`src/rtl/hms_time_counter.sv`:
```
// hms_time_counter: 24 h hours:minutes:seconds time-of-day core.
// A prescaler derives a 1 Hz tick from clk. A two-button set mode selects hours, then minutes.
// All outputs are registered; day_tick marks the 23:59:59 -> 00:00:00 rollover.
module hms_time_counter #(
    parameter int unsigned CLK_HZ = 50_000_000
) (
    input  logic       clk,
    input  logic       rst_n,
    input  logic       btn_mode,
    input  logic       btn_inc,
    output logic [5:0] sec,
    output logic [5:0] min,
    output logic [5:0] hr,
    output logic [1:0] sel,
    output logic       sec_tick,
    output logic       day_tick
);

    localparam int unsigned   PW      = $clog2(CLK_HZ);
    localparam logic [PW-1:0] PS_LAST = PW'(CLK_HZ - 1);

    // State encoding doubles as the display blink select.
    typedef enum logic [1:0] {
        RUN     = 2'b00,
        SET_H   = 2'b01,
        SET_M   = 2'b10,
        ILLEGAL = 2'b11
    } state_e;

    state_e        state_q, state_d;
    logic [PW-1:0] ps_q, ps_d;
    logic [5:0]    sec_q, sec_d;
    logic [5:0]    min_q, min_d;
    logic [5:0]    hr_q, hr_d;
    logic          sec_tick_q, sec_tick_d;
    logic          day_tick_q, day_tick_d;
    logic          tick;

    // Next-state logic: prescaler, time fields, set-mode FSM and output pulses.
    always_comb begin
        state_d    = state_q;
        ps_d       = '0;
        sec_d      = sec_q;
        min_d      = min_q;
        hr_d       = hr_q;
        sec_tick_d = 1'b0;
        day_tick_d = 1'b0;
        tick       = 1'b0;

        case (state_q)
            RUN: begin
                tick = (ps_q == PS_LAST);
                ps_d = tick ? '0 : ps_q + 1'b1;
                if (tick) begin
                    sec_tick_d = 1'b1;
                    if (sec_q == 6'd59) begin
                        sec_d = '0;
                        if (min_q == 6'd59) begin
                            min_d = '0;
                            if (hr_q == 6'd23) begin
                                hr_d       = '0;
                                day_tick_d = 1'b1;
                            end else begin
                                hr_d = hr_q + 6'd1;
                            end
                        end else begin
                            min_d = min_q + 6'd1;
                        end
                    end else begin
                        sec_d = sec_q + 6'd1;
                    end
                end
                // Entering SET_H wins over a coincident tick for sec only; min/hr carries stand.
                if (btn_mode) begin
                    state_d = SET_H;
                    sec_d   = '0;
                    ps_d    = '0;
                end
            end
            SET_H: begin
                if (btn_mode) begin
                    state_d = SET_M;
                end else if (btn_inc) begin
                    hr_d = (hr_q == 6'd23) ? '0 : hr_q + 6'd1;
                end
            end
            SET_M: begin
                if (btn_mode) begin
                    state_d = RUN;
                end else if (btn_inc) begin
                    min_d = (min_q == 6'd59) ? '0 : min_q + 6'd1;
                end
            end
            default: begin
                state_d = RUN;
            end
        endcase
    end

    // State and datapath registers, asynchronously cleared to 00:00:00 RUN.
    always_ff @(posedge clk or negedge rst_n) begin
        if (!rst_n) begin
            state_q    <= RUN;
            ps_q       <= '0;
            sec_q      <= '0;
            min_q      <= '0;
            hr_q       <= '0;
            sec_tick_q <= 1'b0;
            day_tick_q <= 1'b0;
        end else begin
            state_q    <= state_d;
            ps_q       <= ps_d;
            sec_q      <= sec_d;
            min_q      <= min_d;
            hr_q       <= hr_d;
            sec_tick_q <= sec_tick_d;
            day_tick_q <= day_tick_d;
        end
    end

    assign sec      = sec_q;
    assign min      = min_q;
    assign hr       = hr_q;
    assign sel      = state_q;
    assign sec_tick = sec_tick_q;
    assign day_tick = day_tick_q;

endmodule

```
`config.mk`:
```
export PLATFORM = sky130hd
export DESIGN_NAME = hms_time_counter
export DESIGN_NICKNAME = d
export VERILOG_FILES = /design/src/rtl/hms_time_counter.sv
export SDC_FILE = /design/constraint.sdc
export NUM_CORES = 1
export LEC_CHECK = 0
export BUFFER_PORTS_ARGS = -buffer_cell sky130_fd_sc_hd__clkbuf_2
export CAP_MARGIN = 20
export CORE_MARGIN = 8
export CORE_UTILIZATION = 63
export CTS_CLUSTER_DIAMETER = 30
export CTS_CLUSTER_SIZE = 14
export DETAILED_ROUTE_END_ITERATION = 7
export GPL_TIMING_DRIVEN = 1
export PLACE_DENSITY = 0.84
export SYNTH_ARGS = -nofsm -noshare
export SYNTH_HDL_FRONTEND = slang
export SYNTH_SLANG_ARGS = --single-unit
export TNS_END_PERCENT = 50
```
`constraint.sdc`:
```
create_clock -name clk -period 5.5 [get_ports clk]
set_input_delay 0.275 -clock clk [delete_from_list [all_inputs] [get_ports clk]]
set_output_delay 0.275 -clock clk [all_outputs]
set_load 0.1 [all_outputs]
```
==> results.py <==
metrics = {
    "worst_setup_path": {
        "rr_worst_depth": 6,
        "cpPeakStageDelay_ns": 0.77,
        "crit_required_ns": 5.64,
        "crit_type": "flip-flop to flip-flop",
        "crit_family": "simple AND/OR/NAND/NOR gates",
        "startpoint_type": "flip-flop",
        "crit_top_cell": "nand2_1",
        "cp_slowest_cell": "nand2_1",
        "cp.arrival_ns": 2.55,
        "path_cells": "ha_1 -> nand2_1 -> nor3_1 -> nand4_1 -> nand2_1 -> a21oi_1",
        "cp-end-kind": "flip-flop",
        "worst-path-stages": 6,
        "cp_num_buf_inv": 0,
        "cp_max_fo": 25,
    },
    "global_routing": {
        "antenna_found_initial": 0,
        "grt_first_pass_wirelength_um": 8940,
        "grt.overflow.total": 0,
        "track_usage_pct": 17.9,
        "grt_max_degree": 49,
        "grt_pass1_vias": 1889,
    },
    "timing": {
        "slew_viol_final": 0,
        "max_freq_mhz": 416,
        "clock_skew_ns": 0.0105,
        "fin_crit_sh_pct": 43.7,
        "hold_viol_final": 0,
        "tightest_slew_ns": 0.863,
        "rsz0062_at_grt": "no",
        "whs_ns": 0.0282,
        "setup_slack_ns": 3.10,
        "tns_ns": 0,
        "setup_violations": 0,
        "slew_headroom_pct": 42.3,
        "fin_crit_ns": 2.40,
    },
    "cells_and_area": {
        "drive_gt1_share_pct": 18.1,
        "final_cells": 331,
        "n_antenna_cell": 0,
        "fillers": 308,
        "syn2layout_area_growth_pct": 11.3,
        "finalNetCount": 288,
        "mostFrequentLayoutCell": "dfrtp_1",
        "final_cell_mix": "dfrtp_1, nor2_1, clkbuf_2",
    },
    "routing": {
        "wl_um": 5230,
        "drtAntennaViolNets": 0,
        "viasPerCell": 5.84,
        "wl_per_cell_um": 15.8,
        "drt-initial-drc-count": 142,
        "drt_drc_violations_left": 0,
        "vias": 1932,
        "dr.pass1.iters": 4,
    },
    "placement": {
        "detailedPlace.worstSlack_ns": 3.12,
        "dp_hpwl_um": 3630,
        "portBuffers": 25,
        "dp_cells": 323,
        "gp_congestion": 0.864,
    },
    "synthesis": {
        "ys_ff_latch": 48,
        "syn_area_um2": 2520,
        "ys_seq_area_share_pct": 47.7,
        "synth_nets": 262,
        "synthFlopType": "dfrtp_1",
        "yosysWarnings": 0,
        "synthArstFlopShare_pct": 100,
        "synth.avg_cell_area_um2": 9.91,
        "syn_inst": 254,
        "synth_edf_count": 0,
        "synthDistinctLibCells": 52,
    },
    "pwr": {
        "static-leakage-power_nw": 1.25,
        "power.total_mw": 1.36,
        "power.density_nw_per_um2": 487,
        "vdd_drop_max_uv": 426,
    },
    "clock_tree": {
        "cts_tree": "done",
        "clk_latency_ns": 0.31,
        "cts_sinks": 48,
        "cts_buffer_depth": 2,
        "clk_pin_slew_ns": 0.09,
        "cts.htree.levels": 2,
        "root_buffer": "clkbuf_8",
        "cts_inserted_buffers": 5,
        "cts_setup_buffers": 0,
        "cts_hold_buf": 0,
        "cts_resized": 0,
    },
    "floorplanning": {
        "chipHeight_um": 79.2,
        "rows": 23,
        "core_um2": 3910,
        "num_io_pins": 26,
        "initial_core_util_pct": 64.3,
        "dieArea_um2": 6270,
        "die_w_um": 79.2,
    },
    "run": {
        "maxCapViolCount": 0,
    },
    "hold_path": {
        "hold_class": "primary input to asynchronous set/reset pin",
    },
    "outcome": {
        "status": "completed",
    },
}
[layer usage]
metal  vias to the layer above  track usage (%)  wire (um)  share of wire (%)
met2                        32             29.4       2610                 50
li1                        945                -          -                  -
met5                         -                0          0                  0
met3                         9             4.06        190                3.6
met1                       946             22.2       2350                 45
met4                         0             7.04         77                1.5
[cells in the mapped netlist (2+ instances only)]
cell      number  area (um^2)
nor2b_1        8         50.1
o31ai_1        4         30.0
dfrtp_1       48         1200
clkbuf_1       3         11.3
and3_1         7         43.8
nor2_1        35          131
o21ai_0        9         45.0
nand4_1        9         56.3
o22ai_1        2         12.5
o41ai_1        2         17.5
and4_1         4         35.0
xor2_1        21          184
ha_1           4         50.1
buf_2          2         10.0
nand3_1       15         75.1
o21a_1         3         22.5
nor3b_1        2         15.0
nand2_1       20         75.1
inv_1          7         26.3
nor4b_1        3         26.3
a21oi_1        4         20.0
nor3_1         5         25.0
a31oi_1        3         18.8
and4_2         2         20.0
xnor2_1        5         43.8
[worst register-to-register path, stage by stage (launching register included)]
cell and delay [ns]:
dfrtp_1 0.42, ha_1 0.32, nand2_1 0.10, nor3_1 0.17, nand4_1 0.33, nand2_1 0.77
a21oi_1 0.13
[flip-flops by register name (all words and copies together) (netlist names)]
register / flops
day_tick: 1
hr: 6
min: 6
ps_q: 26
sec: 6
sec_tick: 1
sel: 2
[metrics by stage]
stage,area [um^2],util [%]
floorplan,2520,-
global placement,2670,68.3
detailed placement,2670,68.3
CTS,2800,71.5
global route,2800,71.5
finish,2800,71.5
[cells by family (layout without fill, tap and decap cells)]
| family | Yosys count | count (layout) | synth area share [%] |
|---|---|---|---|
| buffers and inverters | 14 | 41 | 2.54 |
| xor gates and xnor gates | 26 | 26 | 9.05 |
| muxes | 3 | 3 | 1.44 |
| adders and majority gates | 4 | 4 | 1.99 |
| AOI/OAI and AO/OA | 34 | 34 | 9.40 |
| DFF | 48 | 48 | 47.7 |
| and+or+nand+nor | 125 | 125 | 27.8 |
[final cells by class]
cell class	instances	area [um^2]	share of cell area (%)
Multi-Input combinational cell	192	1250	44.7
Sequential cell	48	1200	42.9
Timing Repair Buffer	26	133	4.74
Clock buffer	7	96.3	3.44
Tap cell	50	62.6	2.23
Clock inverter	1	30.0	1.07
Inverter	7	26.3	0.938
[worst paths after layout]
kind | startpoint | to | slack (ns)
setup / recovery | ps_q[0] | ps_q[22] | 3.10
hold / removal | rst_n | ps_q[14] | 0.03
setup reg to reg | ps_q[0] | ps_q[22] | 3.10
hold reg to reg | ps_q[0] | ps_q[0] | 0.52
max in group asynchronous | rst_n | ps_q[12] | 5.04
min in group clk | btn_mode | sec[3] | 0.34
[where the power goes]
group / total, mW / switching [mW] / internal (mW)
clock network: 0.280 / 0.120 / 0.160
registers: 0.485 / 0.0780 / 0.407
logic: 0.600 / 0.494 / 0.105
(Power assumes the default switching activity.)
